### config.mk
export PLATFORM = sky130hd
export DESIGN_NAME = store_buffer
export DESIGN_NICKNAME = d
export VERILOG_FILES = /design/src/rtl/store_buffer.sv
export SDC_FILE = /design/constraint.sdc
export NUM_CORES = 1
export LEC_CHECK = 0
export CAP_MARGIN = 10
export CELL_PAD_IN_SITES_DETAIL_PLACEMENT = 2
export CELL_PAD_IN_SITES_GLOBAL_PLACEMENT = 2
export CORE_ASPECT_RATIO = 1.4
export CORE_MARGIN = 2
export CORE_UTILIZATION = 42
export DETAILED_ROUTE_END_ITERATION = 8
export PLACE_DENSITY = 0.8
export RECOVER_POWER = 25
export SETUP_SLACK_MARGIN = 0.15
export SYNTH_ARGS = -nofsm -noshare
export SYNTH_HDL_FRONTEND = slang
export SYNTH_SLANG_ARGS = --single-unit
### constraint.sdc
create_clock -name clk -period 10.8 [get_ports clk]
set_clock_uncertainty 0.1 [all_clocks]
set_input_delay 2.16 -clock clk [delete_from_list [all_inputs] [get_ports clk]]
set_output_delay 2.16 -clock clk [all_outputs]
set_load 0.03 [all_outputs]
### src/rtl/store_buffer.sv
`default_nettype none
// ============================================================================
// Module : store_buffer
// Circular store FIFO between the Memory stage and dmem with youngest-match
// store-to-load forwarding.
// Rev    : 1.0
// ============================================================================
module store_buffer #(
  parameter int DEPTH = 4
) (
  input  logic                   clk,
  input  logic                   reset,
  input  logic                   MemWriteM,
  input  logic                   MemReadM,
  input  logic [31:0]            ALUResultM,
  input  logic [31:0]            WriteDataM,
  output logic                   StallSB,
  output logic                   FwdHitM,
  output logic [31:0]            FwdDataM,
  output logic                   MemWE,
  output logic [31:0]            MemAdr,
  output logic [31:0]            MemWD,
  input  logic                   MemReady,
  output logic                   Empty,
  output logic [$clog2(DEPTH):0] Count
);

  localparam int AW = $clog2(DEPTH);

  logic [31:0]      addr_mem [DEPTH];
  logic [31:0]      data_mem [DEPTH];
  logic [DEPTH-1:0] valid;
  logic [AW-1:0]    head_ptr;
  logic [AW-1:0]    tail_ptr;
  logic [AW:0]      cnt;
  logic [AW-1:0]    idx;
  logic             full;
  logic             enq;
  logic             deq;

  assign full    = (cnt == (AW+1)'(DEPTH));
  assign Empty   = (cnt == '0);
  assign enq     = MemWriteM & ~full;
  assign deq     = ~Empty & MemReady;
  assign StallSB = MemWriteM & full;
  assign MemWE   = ~Empty;
  assign MemAdr  = Empty ? '0 : addr_mem[head_ptr];
  assign MemWD   = Empty ? '0 : data_mem[head_ptr];
  assign Count   = cnt;

  always_ff @(posedge clk or posedge reset) begin
    if (reset) begin
      head_ptr <= '0;
      tail_ptr <= '0;
      cnt      <= '0;
      valid    <= '0;
      for (int i = 0; i < DEPTH; i++) begin
        addr_mem[i] <= '0;
        data_mem[i] <= '0;
      end
    end else begin
      // head and tail never coincide when both enq and deq fire, so the
      // valid clear and set below never target the same slot
      if (deq) begin
        valid[head_ptr] <= 1'b0;
        head_ptr        <= head_ptr + AW'(1);
      end
      if (enq) begin
        addr_mem[tail_ptr] <= ALUResultM;
        data_mem[tail_ptr] <= WriteDataM;
        valid[tail_ptr]    <= 1'b1;
        tail_ptr           <= tail_ptr + AW'(1);
      end
      case ({enq, deq})
        2'b10:   cnt <= cnt + (AW+1)'(1);
        2'b01:   cnt <= cnt - (AW+1)'(1);
        default: cnt <= cnt;
      endcase
    end
  end

  // Scan oldest to youngest so the last match found is the youngest one.
  always_comb begin
    FwdHitM  = 1'b0;
    FwdDataM = '0;
    idx      = head_ptr;
    if (MemReadM) begin
      for (int k = 0; k < DEPTH; k++) begin
        idx = head_ptr + AW'(k);
        if (valid[idx] && (addr_mem[idx][31:2] == ALUResultM[31:2])) begin
          FwdHitM  = 1'b1;
          FwdDataM = data_mem[idx];
        end
      end
    end
  end

endmodule
`default_nettype wire

==> results by group <==
Run status
  • Status: finished, violations left
  • Failing checks: capacitance limit, slew limit

Logic synthesis
  • Post-Synthesis Cells: between 1,500 and 2,000
  • Mean Syn Cell Area: 12.94 um2
  • Post-synthesis cell area: a little under 0.02 mm2
  • Top FF cell, synth: dfrtp_1
  • EDFF count, synth: 0
  • Sequential share of the synthesized area: between 30 and 40%
  • Ys async rst share: 100.0%
  • Netlist cell types: 56
  • Yosys reg bits: about 270
  • Synth warn: 0
  • Syn nets: 1,602

Final layout
  • Share of layout cells above drive strength 1: a little over a third
  • Commonest non-fill, non-tap cell in the layout: dfrtp_1
  • Fin util: 49.40%
  • Layout net count: between 1,500 and 2,000
  • Most frequent cells in the layout: 265 x dfrtp_1, 224 x mux2_2, 224 x mux4_2
  • Synth-to-Final Area Change: 15.83%

Drt
  • Total Wirelength: between 60 and 70 mm
  • Metal-1 WL: approximately 25 mm
  • WL met3: 3.433 mm
  • DRC viols: 0
  • Post-route ant nets: 0
  • Mean routed wirelength per cell: between 20 and 30 um
  • Pre-antenna DRT Iters: 6
  • Max layer used: met5
  • Met2 WL: between 30 and 40 mm
  • Drt initial violations: 1,010
  • Via count: between 10,000 and 15,000
  • Vias/cell: ~6.6

Worst setup path
  • WP depth: 13
  • CP max FO: 55
  • Critical Path Max Stage Delay: between 900 and 1000 ps
  • Req. time, crit path: ~8500 ps
  • Crit path max-delay family: buffers and inverters
  • WP buf/inv: 4
  • R2R cell count: 5
  • CP max stage cell: dfrtp_4
  • Crit-path cells: inv_2, ha_4, buf_12, mux4_2, xnor2_1, nand4_1, nor4_1, nand3_2, o22ai_4, buf_4, a221oi_1, nor4b_2, clkdlybuf4s50_1
  • Crit Path Category: reg2out
  • Arrival time at the worst endpoint: 7830 ps
  • Crit end category: output port
  • Critical path startpoint category: flop

Clock network
  • CTS HTree Levels: 1
  • Clk_lat worst skew: ~600 ps
  • Cts bufs inserted: 31
  • TritonCTS clock tree: built
  • Worst-case clock buffer depth: 3
  • Clk pin slew, worst setup/hold paths: about 60 ps
  • Postcts setup bufs: 0
  • CTS Root Cell: clkbuf_16
  • Hold_buf cts: 0
  • CTS Sinks: roughly 270
  • Total of cells resized after clock tree synthesis: 0

Power and ir drop
  • Worst vdd ir: about 0.22 mV
  • Power share of the combinational group: between 60% and 70%
  • Switching portion of total power: between 40% and 50%
  • Internal Power: 0.005235 W
  • Leak Pwr: 8.539 nW
  • Sw power: roughly 0.0041 W
  • Power per cell area: 408.9 mW/mm2
  • Clock power share: about an eighth
  • Reg power frac: around a quarter

GRT
  • GR Overflow Total: 0
  • First-pass GRT wire length: about 100 mm
  • Global Route Usage Sum: between 20% and 30%
  • Initial antenna violation count: 4
  • Largest net degree at the start of global routing: ~150
  • Number of global-route vias before repair: 16,692

Hold path
  • Hold/Removal Path Class: reg2reg
  • Worst hold stages: 1

Timing
  • Final worst-path cycle share: 93.40%
  • RSZ-0062 raised after global routing: no
  • Final Max Slew Viols: roughly 220
  • Worst-Margin Slew: approximately 7000 ps
  • Min cycle time layout: roughly 10,000 ps
  • Max Clk Rate: 99.13 MHz
  • Final hold vios: 0
  • Setup TNS: 0 ps
  • Worst slew margin: -358.9%
  • Finish-stage setup viols: 0

Floorplanning
  • Die footprint: between 0.04 and 0.05 mm2
  • Chip height: between 200 and 300 um
  • Num rows: 93
  • IO Count: 172
  • Initial Utilization: about 43%
  • Chip Width: between 150 and 200 um
  • Area of the core: between 0.04 and 0.05 mm2

Place
  • PortBufs: ~170
  • Gp weighted congestion: 0.8608
  • DP HPWL: 44.07 mm

Run
  • Reported max-cap violation count: 3
-- metrics by stage --
| step | setup WS (ps) | instances | power, W | instance area [um2] | hold WS [ps] |
|---|---|---|---|---|---|
| finish | 712.3 | 2246 | 0.009331 | 22820 | 412.7 |
| global route | 359.3 | 2246 | 0.009845 | 22820 | 419.9 |
| CTS | 653.3 | 2244 | 0.009390 | 22830 | 416.6 |
| detailed placement | 1393 | 2187 | 0.008151 | 21740 | 398.7 |
| global placement | 1447 | 2187 | 0.007884 | 21740 | 381.1 |
| floorplan | 1186 | 1523 | 0.006374 | 19700 | 373.9 |
-- final timing paths --
path,start,endpoint,slack (ps)
max in group asynchronous,reset,head_ptr[1],2760
min,addr_mem[97],addr_mem[97],410
min in group asynchronous,reset,data_mem[26],4050
max,head_ptr[0],FwdDataM[20],710
min reg2reg,addr_mem[97],addr_mem[97],410
max reg2reg,Count[0],data_mem[9],6670
-- power by group through the flow --
stage                     Clock (W)  Combinational (W)  Sequential [W]
final                       0.00114            0.00594         0.00225
after floorplan                   0            0.00445         0.00192
after global placement            0            0.00574         0.00214
after global routing        0.00120            0.00631         0.00234
after detailed placement          0            0.00591         0.00224
after CTS                   0.00116            0.00599         0.00224
-- synth_stat cells, types with 2 or more instances --
cell	count	area, um2
dfrtp_1	267	6681
o22ai_1	7	43.79
buf_2	32	160.2
nor3_1	68	340.3
xor2_1	31	271.5
nor2_1	9	33.78
a221oi_1	32	280.3
o221ai_1	3	26.28
a2111oi_0	2	17.52
inv_1	22	82.58
a31oi_1	2	12.51
ha_1	9	112.6
mux2i_1	65	650.6
and4_1	3	26.28
buf_4	16	120.1
nor4b_2	32	480.5
a22o_1	2	17.52
o21ai_0	48	240.2
a21oi_1	11	55.05
o211ai_1	4	30.03
and3_1	8	50.05
clkbuf_1	81	304.0
xnor2_1	76	665.6
a22oi_1	6	45.04
or3_1	2	12.51
o2111ai_1	2	17.52
o32ai_1	3	26.28
nor2b_1	8	50.05
buf_6	8	90.09
mux2_2	224	2522
o22a_1	2	17.52
nor4_1	14	87.58
nand2b_1	8	50.05
nand2_1	80	300.3
and2_1	61	381.6
a211oi_1	4	30.03
buf_1	11	41.29
mux4_2	224	5045
nand4_1	13	81.33
nand3_1	7	35.03
-- state kept, by name, indices dropped and copies added (netlist names) --
name / cells
valid: 4
data_mem: 128
addr_mem: 128
tail_ptr: 2
head_ptr: 2
Count: 3
-- worst register-to-register path: stages, from the launching register on --
cell and delay (ps):
dfrtp_1 420, nor2_1 90, a21boi_0 1230, nand2_1 970, buf_4 720, mux2_2 470
-- logic make-up (layout without fill, tap and decap cells) --
family | Yosys count | count (layout) | synth area share (%)
AOI/OAI and AO/OA | 139 | 139 | 4.859
xor gates and xnor gates | 107 | 107 | 4.757
adders and majority gates | 10 | 10 | 0.6732
buffers and inverters | 172 | 276 | 4.147
DFF | 267 | 267 | 33.92
muxes | 513 | 513 | 41.71
other | 0 | 2 | 0
and+or+nand+nor | 315 | 315 | 9.933
-- layout make-up --
type	count	area (um2)
Antenna cell	2	5.005
Clock buffer	45	908.4
Clock inverter	12	182.7
Fill cell	4404	23380
Inverter	23	87.58
Multi-Input combinational cell	1084	12250
Sequential cell	267	6689
Tap cell	617	772.0
Timing Repair Buffer	196	1922
-- layer usage --
metal	vias up	GRT usage, %
met5	-	0
met4	4	13.58
met3	152	4.801
met2	472	49.63
met1	7999	32.58
li1	6096	-
No activity file was read; power rests on OpenSTA's default activity.
